### src/rtl/alu_ctrl_exec.sv
// EX-stage ALU: ALUOp/funct decode, single-cycle logic/arith ops, iterative multu.
// Optional restoring divu unit is built when ALU_DIVU_EN is defined.
module alu_ctrl_exec #(
  parameter int DATA_W  = 32,
  parameter int ALUOP_W = 3
) (
  input  logic               clk,
  input  logic               rst_n,
  input  logic               in_valid,
  output logic               in_ready,
  input  logic [ALUOP_W-1:0] alu_op,
  input  logic [5:0]         funct,
  input  logic [DATA_W-1:0]  src_a,
  input  logic [DATA_W-1:0]  src_b,
  output logic               out_valid,
  input  logic               out_ready,
  output logic [DATA_W-1:0]  result,
  output logic [DATA_W-1:0]  hi,
  output logic               zero,
  output logic [3:0]         alu_code
);

  localparam int CNT_W = (DATA_W > 2) ? $clog2(DATA_W) : 1;

  localparam logic [3:0] C_AND   = 4'b0000;
  localparam logic [3:0] C_OR    = 4'b0001;
  localparam logic [3:0] C_ADD   = 4'b0010;
  localparam logic [3:0] C_SUB   = 4'b0110;
  localparam logic [3:0] C_SLT   = 4'b0111;
  localparam logic [3:0] C_NOR   = 4'b1100;
  localparam logic [3:0] C_MULTU = 4'b1000;
`ifdef ALU_DIVU_EN
  localparam logic [3:0] C_DIVU  = 4'b1001;
`endif

  typedef enum logic [1:0] {
    S_IDLE = 2'd0,
    S_MUL  = 2'd1,
`ifdef ALU_DIVU_EN
    S_DIV  = 2'd2,
`endif
    S_HOLD = 2'd3
  } state_t;

  state_t state, state_nx, op_nx;

  logic [3:0]        code;
  logic [DATA_W-1:0] alu_res;
  logic              accept;
  logic              last;

  // iterative datapath: acc_hi:acc_lo is product (mul) or remainder:quotient (div)
  logic [DATA_W-1:0] acc_hi, acc_lo, opnd;
  logic [CNT_W-1:0]  cnt;
  logic [DATA_W:0]   mul_sum;
  logic [DATA_W-1:0] mul_hi, mul_lo;

  always_comb begin
    code = C_ADD;
    case (alu_op)
      ALUOP_W'(3'b000): code = C_ADD;
      ALUOP_W'(3'b001): code = C_SUB;
      ALUOP_W'(3'b011): code = C_ADD;
      ALUOP_W'(3'b100): code = C_AND;
      ALUOP_W'(3'b010): begin
        case (funct)
          6'b100000: code = C_ADD;
          6'b100010: code = C_SUB;
          6'b100100: code = C_AND;
          6'b100101: code = C_OR;
          6'b101010: code = C_SLT;
          6'b100111: code = C_NOR;
          6'b011001: code = C_MULTU;
`ifdef ALU_DIVU_EN
          6'b011011: code = C_DIVU;
`endif
          default:   code = C_ADD;
        endcase
      end
      default: code = C_ADD;
    endcase
  end

  always_comb begin
    alu_res = src_a + src_b;
    case (code)
      C_SUB:   alu_res = src_a - src_b;
      C_AND:   alu_res = src_a & src_b;
      C_OR:    alu_res = src_a | src_b;
      C_SLT:   alu_res = {{(DATA_W-1){1'b0}}, ($signed(src_a) < $signed(src_b))};
      C_NOR:   alu_res = ~(src_a | src_b);
      default: alu_res = src_a + src_b;
    endcase
  end

  // shift-add step: conditionally add multiplicand, then shift {carry,hi,lo} right
  assign mul_sum = {1'b0, acc_hi} + (acc_lo[0] ? {1'b0, opnd} : '0);
  assign mul_hi  = mul_sum[DATA_W:1];
  assign mul_lo  = {mul_sum[0], acc_lo[DATA_W-1:1]};

`ifdef ALU_DIVU_EN
  // restoring step; the extra guard bit keeps divide-by-zero borrow-free,
  // which yields quotient all ones and remainder = dividend on its own
  logic [DATA_W:0]   div_shift;
  logic [DATA_W+1:0] div_diff;
  logic              div_borrow;
  logic [DATA_W-1:0] div_rem, div_quo;

  assign div_shift  = {acc_hi, acc_lo[DATA_W-1]};
  assign div_diff   = {1'b0, div_shift} - {2'b00, opnd};
  assign div_borrow = div_diff[DATA_W+1];
  assign div_rem    = div_borrow ? div_shift[DATA_W-1:0] : div_diff[DATA_W-1:0];
  assign div_quo    = {acc_lo[DATA_W-2:0], ~div_borrow};
`endif

  assign in_ready  = (state == S_IDLE) || ((state == S_HOLD) && out_ready);
  assign out_valid = (state == S_HOLD);
  assign accept    = in_valid && in_ready;
  assign last      = (cnt == CNT_W'(DATA_W - 1));

  always_comb begin
    op_nx = S_HOLD;
    if (code == C_MULTU) op_nx = S_MUL;
`ifdef ALU_DIVU_EN
    if (code == C_DIVU)  op_nx = S_DIV;
`endif
  end

  always_comb begin
    state_nx = state;
    case (state)
      S_IDLE: if (accept) state_nx = op_nx;
      S_MUL:  if (last) state_nx = S_HOLD;
`ifdef ALU_DIVU_EN
      S_DIV:  if (last) state_nx = S_HOLD;
`endif
      S_HOLD: begin
        if (accept)         state_nx = op_nx;
        else if (out_ready) state_nx = S_IDLE;
      end
      default: state_nx = S_IDLE;
    endcase
  end

  always_ff @(posedge clk or negedge rst_n) begin
    if (!rst_n) begin
      state    <= S_IDLE;
      result   <= '0;
      hi       <= '0;
      zero     <= 1'b0;
      alu_code <= 4'b0000;
      acc_hi   <= '0;
      acc_lo   <= '0;
      opnd     <= '0;
      cnt      <= '0;
    end else begin
      state <= state_nx;
      if (accept) begin
        alu_code <= code;
        cnt      <= '0;
        if (op_nx == S_HOLD) begin
          result <= alu_res;
          hi     <= '0;
          zero   <= (alu_res == '0);
        end else begin
          acc_hi <= '0;
`ifdef ALU_DIVU_EN
          acc_lo <= (op_nx == S_DIV) ? src_a : src_b;
          opnd   <= (op_nx == S_DIV) ? src_b : src_a;
`else
          acc_lo <= src_b;
          opnd   <= src_a;
`endif
        end
      end else if (state == S_MUL) begin
        acc_hi <= mul_hi;
        acc_lo <= mul_lo;
        cnt    <= cnt + CNT_W'(1);
        if (last) begin
          result <= mul_lo;
          hi     <= mul_hi;
          zero   <= (mul_lo == '0);
        end
      end
`ifdef ALU_DIVU_EN
      else if (state == S_DIV) begin
        acc_hi <= div_rem;
        acc_lo <= div_quo;
        cnt    <= cnt + CNT_W'(1);
        if (last) begin
          result <= div_quo;
          hi     <= div_rem;
          zero   <= (div_quo == '0);
        end
      end
`endif
    end
  end

endmodule
### config.mk
export PLATFORM = sky130hd
export DESIGN_NAME = alu_ctrl_exec
export DESIGN_NICKNAME = d
export VERILOG_FILES = /design/src/rtl/alu_ctrl_exec.sv
export SDC_FILE = /design/constraint.sdc
export NUM_CORES = 1
export LEC_CHECK = 0
export CORE_UTILIZATION = 40
export CTS_BUF_LIST = sky130_fd_sc_hd__clkbuf_4 sky130_fd_sc_hd__clkbuf_8
export DETAILED_ROUTE_END_ITERATION = 6
export PLACE_DENSITY_LB_ADDON = 0.05
export SLEW_MARGIN = 20
export SYNTH_ARGS = -nofsm -noshare
export SYNTH_HDL_FRONTEND = slang
export SYNTH_SLANG_ARGS = --single-unit
export TNS_END_PERCENT = 10
### constraint.sdc
create_clock -name clk -period 3.6 [get_ports clk]
set_input_delay 0.54 -clock clk [delete_from_list [all_inputs] [get_ports clk]]
set_output_delay 0.54 -clock clk [all_outputs]
set_load 0.02 [all_outputs]
== Word level (Yosys, flattened, before mapping) ==
Index checks and enable logic that the tools add are counted.
Widths: inputs -> output; s select.
Word-level totals
  register bits: 172
  output and inout bits: 71
  logic and storage cells: 84
Cells by class
  add/subtract/negate cells: 4
  magnitude comparators: 1
  eq/ne operators: 23
  mux-type cells: 30
  bitwise operators: 4
  reductions and logical operators: 13
Operator list (number)
  $mux 32: 15
  $pmux 32 s5: 1
  $logic_not 32->1: 2
  $add 32x32->33: 1
  $add 32x32->32: 1
  $and 32x32->32: 1
  $lt 32x32->1: 1
  $not 32->32: 1
  $or 32x32->32: 1
  $sub 32x32->32: 1
  $eq 6x6->1 const B: 5
  $pmux 4 s6: 1
  $pmux 4 s3: 1
  $mux 2: 5
  $mux 5: 2
  $eq 4x3->1 const B: 2
  $eq 4x4->1 const B: 2
  $eq 6x5->1 const B: 1
  $ne 2x2->1 const B: 3
  $pmux 2 s3: 1
  $reduce_and 3->1: 2
  $add 5x1->5 const B: 1
  $eq 5x5->1 const B: 1
  $eq 2x2->1 const B: 2
  15 further kinds: 21

== Depth between registers and ports, before layout ==
  depth after elaboration: 8
  mapped depth: 16
  gate-level depth less buffers: 16

== Least setup slack after synthesis ==
Ideal clock, no wire load.
  kind: input to register
  start point: input src_a[0]
  end point: register zero
  library setup time: 0.092 ns
  arrival: 3.612 ns
  required time: 3.508 ns
  setup slack: -0.103 ns
  stages: 14
  buffers on the path: 0
  path through: ha_1 > fa_1 > a21o_1 > a2111oi_2 > o31ai_1 > a21oi_2 > a211oi_1 > or3b_1 > a211oi_1 > a21boi_0 > o32a_1 > and4_1 > nand4_1 > o31ai_2
Between the ends
  longest elaborated chain between the ends: 6
RTL lines
  start: declaration: RTL line 13  | input logic [DATA_W-1:0] src_a,
  parallel branches: the longest is 2 deep, another holds $add 32x32->32
  $pmux 32 s5 (*): RTL line 86  | case (code)
  $logic_not 32->1 (*): RTL line 164  | zero <= (alu_res == '0);
  $mux 1 (*): RTL line 161  | if (op_nx == S_HOLD) begin
  $mux 1 (*): RTL line 158  | if (accept) begin
  end signal: assignment: RTL line 164
  end signal: assignment: RTL line 182  | zero <= (mul_lo == '0);
  end: declaration: RTL line 19  | output logic zero,
Mark *: on every way between the ends. The select of a mux whose other input is x is not followed.
A chain may end at the register's enable or synchronous reset.

== Worst setup path in the final report ==
  start point: input src_a[7]
  end point: register zero
Same word-level chain as after synthesis.

==> run summary <==
status - finished, final reports clean
top cell type's share of synthesized area - 30.3%
M1 wire length - 25.7 mm
Slowest-stage cell, CP - or3b_4
critical path arrival - 4030 ps
top-count cell post-synth - nand2_1
Synth Instances - 1772
number of synthesized flops with an enable pin - 0
CP peak stage delay - 450 ps
Boundary Pins - 148
CTS tree - done
Worst-path clk slew - 140 ps
TritonRoute pass-1 iters - 6
reg2reg setup slack - 200 ps
Clock Path Buffers - 2
I/O Buffers - 147
synth unique cells - 88
vias in the first global route - 14170
first-pass GRT wire length - 81.6 mm
Top cell by count, worst path - a211o_1
CORE AREA - 34700 um^2
Crit. Startpoint - src_a[7]
H-tree lvl count - 4
crit start category - input port
post-route setup slack - 9.22 ps
gpl congestion - 0.929
drt initial violations - 1201
Pwr per Cell Area - 447 nW/um^2
Reg area - 4310 um^2
DR WL met3 - 3.51 mm
dominant register cell in the synthesized netlist - dfrtp_1
Routed Antenna Nets - 0
Reg2Reg Depth - 15
Seq/Total Area, Yosys - 30.3%
die height - 190 um
Post-Syn Area - 14200 um^2
Rows - 68
clock latency on the worst-skew pair - 510 ps
CTS root buffer - clkbuf_8
Area Overhead vs Synth - 47.1%
grt total ovfl - 0
largest net degree at the start of global routing - 86
Post-Syn Area per Cell - 8.02 um^2
syn nets - 1982
initial antenna violation count - 6
Critical R2R Capture - hi[23]
CTS buffer count - 17
yosys warns - 0
RSZ-0062 raised after global routing - true
Worst IR Drop VDD - 0.436 mV
vias - 15142
nets@finish - 2509
Tmin final - 3590 ps
Worst setup endpoint - zero
Detail Placement HPWL - 42.3 mm
Synth area leader - dfrtp_1
CP endpoint kind - flop
Die Area - 36300 um^2
largest cells by area after synthesis - dfrtp_1 30%, ha_1 11%, o21ai_0 7.4%
Max Cap Violations - 0
setup tns final - 0 ps
DRC viols - 0
GRT Util Overall - 29.5%
Final Max Slew Viols - 0
Setup WS pre-CTS - -1140 ps
kind of critical path - in2reg
CP Cell Sequence - dlygate4sd2_1 > inv_2 > ha_4 > or2_4 > a211o_1 > a211oi_4 > o211ai_4 > a211o_1 > mux2_4 > a222oi_1 > or3b_4 > nor2_4 > nand4_1 > o31ai_2
crit-path max FO - 5
layout filler cell count - 3214
clk sink count - 172
Req. time, crit path - 4040 ps
final cycle utilization of the critical path - 99.7%
final hold violations - 0
clk_skew - 39.9 ps
vias per inst - 5.47
Worst slew margin - 47.4%
Placed Area - 19200 um^2
Die Width - 190 um
Initial Util - 40.9%
design area - 20900 um^2
Routed WL per cell - 19.4 um
Slew @ Worst Pin - 789 ps
Post-Route WL - 53.7 mm
maximum clock rate - 0.278 GHz
Hold WC Path Type - in2async
top routing layer used - met4
metal2 WL - 23.5 mm
fraction of layout cells with a size suffix above 1 - 31.3%
area of the multi-input gates - 10100 um^2
leakage power - 10.0 nW
FF+latch count, synth - 172
asr flop ratio synth - 100%
Worst R2R Start - acc_lo[0]
Commonest cells post-synth - 252 x nand2_1, 211 x o21ai_0, 172 x dfrtp_1
final setup violation count - 0
## critical path: cells and delay by family
family          cells  cell delay, ps
fa+ha+maj           1             220
buf+inv             2             330
simple gates        4             950
compound gates      6            1680
mux                 1             300
## worst min path at each step
stage	to	cells after the start	slack [ps]
floorplan	acc_hi[0]	0	240
finish	opnd[24]	1	60
global route	opnd[24]	1	100
CTS	opnd[31]	1	50
detailed placement	opnd[2]	2	460
global placement	opnd[4]	2	450
## logic make-up (layout without fill, tap and decap cells)
group | Yosys count | after routing | synth area share, %
muxes | 40 | 40 | 2.91
AOI/OAI and AO/OA | 596 | 596 | 27.6
buffers and inverters | 224 | 764 | 6.18
DFF | 172 | 172 | 30.3
adders and majority gates | 133 | 133 | 11.9
xor gates and xnor gates | 39 | 39 | 2.40
other | 0 | 2 | 0
and+or+nand+nor | 568 | 568 | 18.7
## metrics by stage
step	hold slack [ps]	std cells	utilization (%)	power [mW]
finish	61.9	2769	60.2	9.34
global route	95.6	2768	60.2	10.0
CTS	52.9	2750	58.3	9.26
detailed placement	462	2703	55.3	7.70
global placement	453	2703	55.3	7.64
floorplan	244	1772	-	5.44
## sequential cells by signal (all words and copies together) (netlist names)
name,flops
acc_hi,32
acc_lo,32
hi,32
opnd,32
result,32
cnt,5
alu_code,4
state,2
zero,1
## per-layer routing
metal	track usage (%)	vias to the layer above
li1	-	7388
met1	43.9	7220
met2	44.6	478
met3	4.62	56
met4	6.40	0
met5	0	-
## layout make-up
cell class / count / share of cell area, %
inverters: 122 / 2.22
multi-input cells: 1376 / 48.2
repair buffers: 610 / 24.4
clock inverters: 14 / 0.677
flip-flops and latches: 172 / 20.6
clock buffers: 18 / 1.19
diodes: 2 / 0.0240
well taps: 455 / 2.72
## timing repair
item / in CTS / in global routing
endpoints found under the setup margin: 23 / 24
pin swaps: 53 / 73
hold endpoints to repair: 0 / 0
resized for setup: 169 / 149
cloned: 0 / 0
hold buffers: 0 / 0
setup buffers: 15 / 18
## power breakdown
group | internal, mW | switching [mW] | total (mW) | leakage, nW
sequential | 2.49 | 0.430 | 2.93 | 2.31
combinational | 2.24 | 2.76 | 5.00 | 7.51
clock | 0.537 | 0.882 | 1.42 | 0.197
total | 5.28 | 4.07 | 9.34 | 10.0
## layout by cell type, fill, tap and decap left out, types with 9 or more instances in the layout
master           count
buf_4              442
nand2_1            249
o21ai_0            193
dfrtp_1            171
clkdlybuf4s50_1    106
a21oi_1             97
nor2_1              96
ha_1                93
inv_1               91
and2_1              50
a21o_1              45
mux2i_1             32
inv_2               29
xnor2_1             28
ha_4                28
nand3_1             25
nor3_1              25
o31ai_1             20
clkbuf_8            18
a22o_1              17
buf_6               17
nand2b_1            15
a21oi_2             15
dlymetal6s2s_1      15
o211ai_1            13
nor4_1              13
nand4_1             12
o21bai_1            12
nor2b_1             11
a211oi_1            11
dlygate4sd2_1       11
o21ai_1             10
xor2_1               9
ha_2                 9
buf_12               9
(Power assumes the default switching activity.)
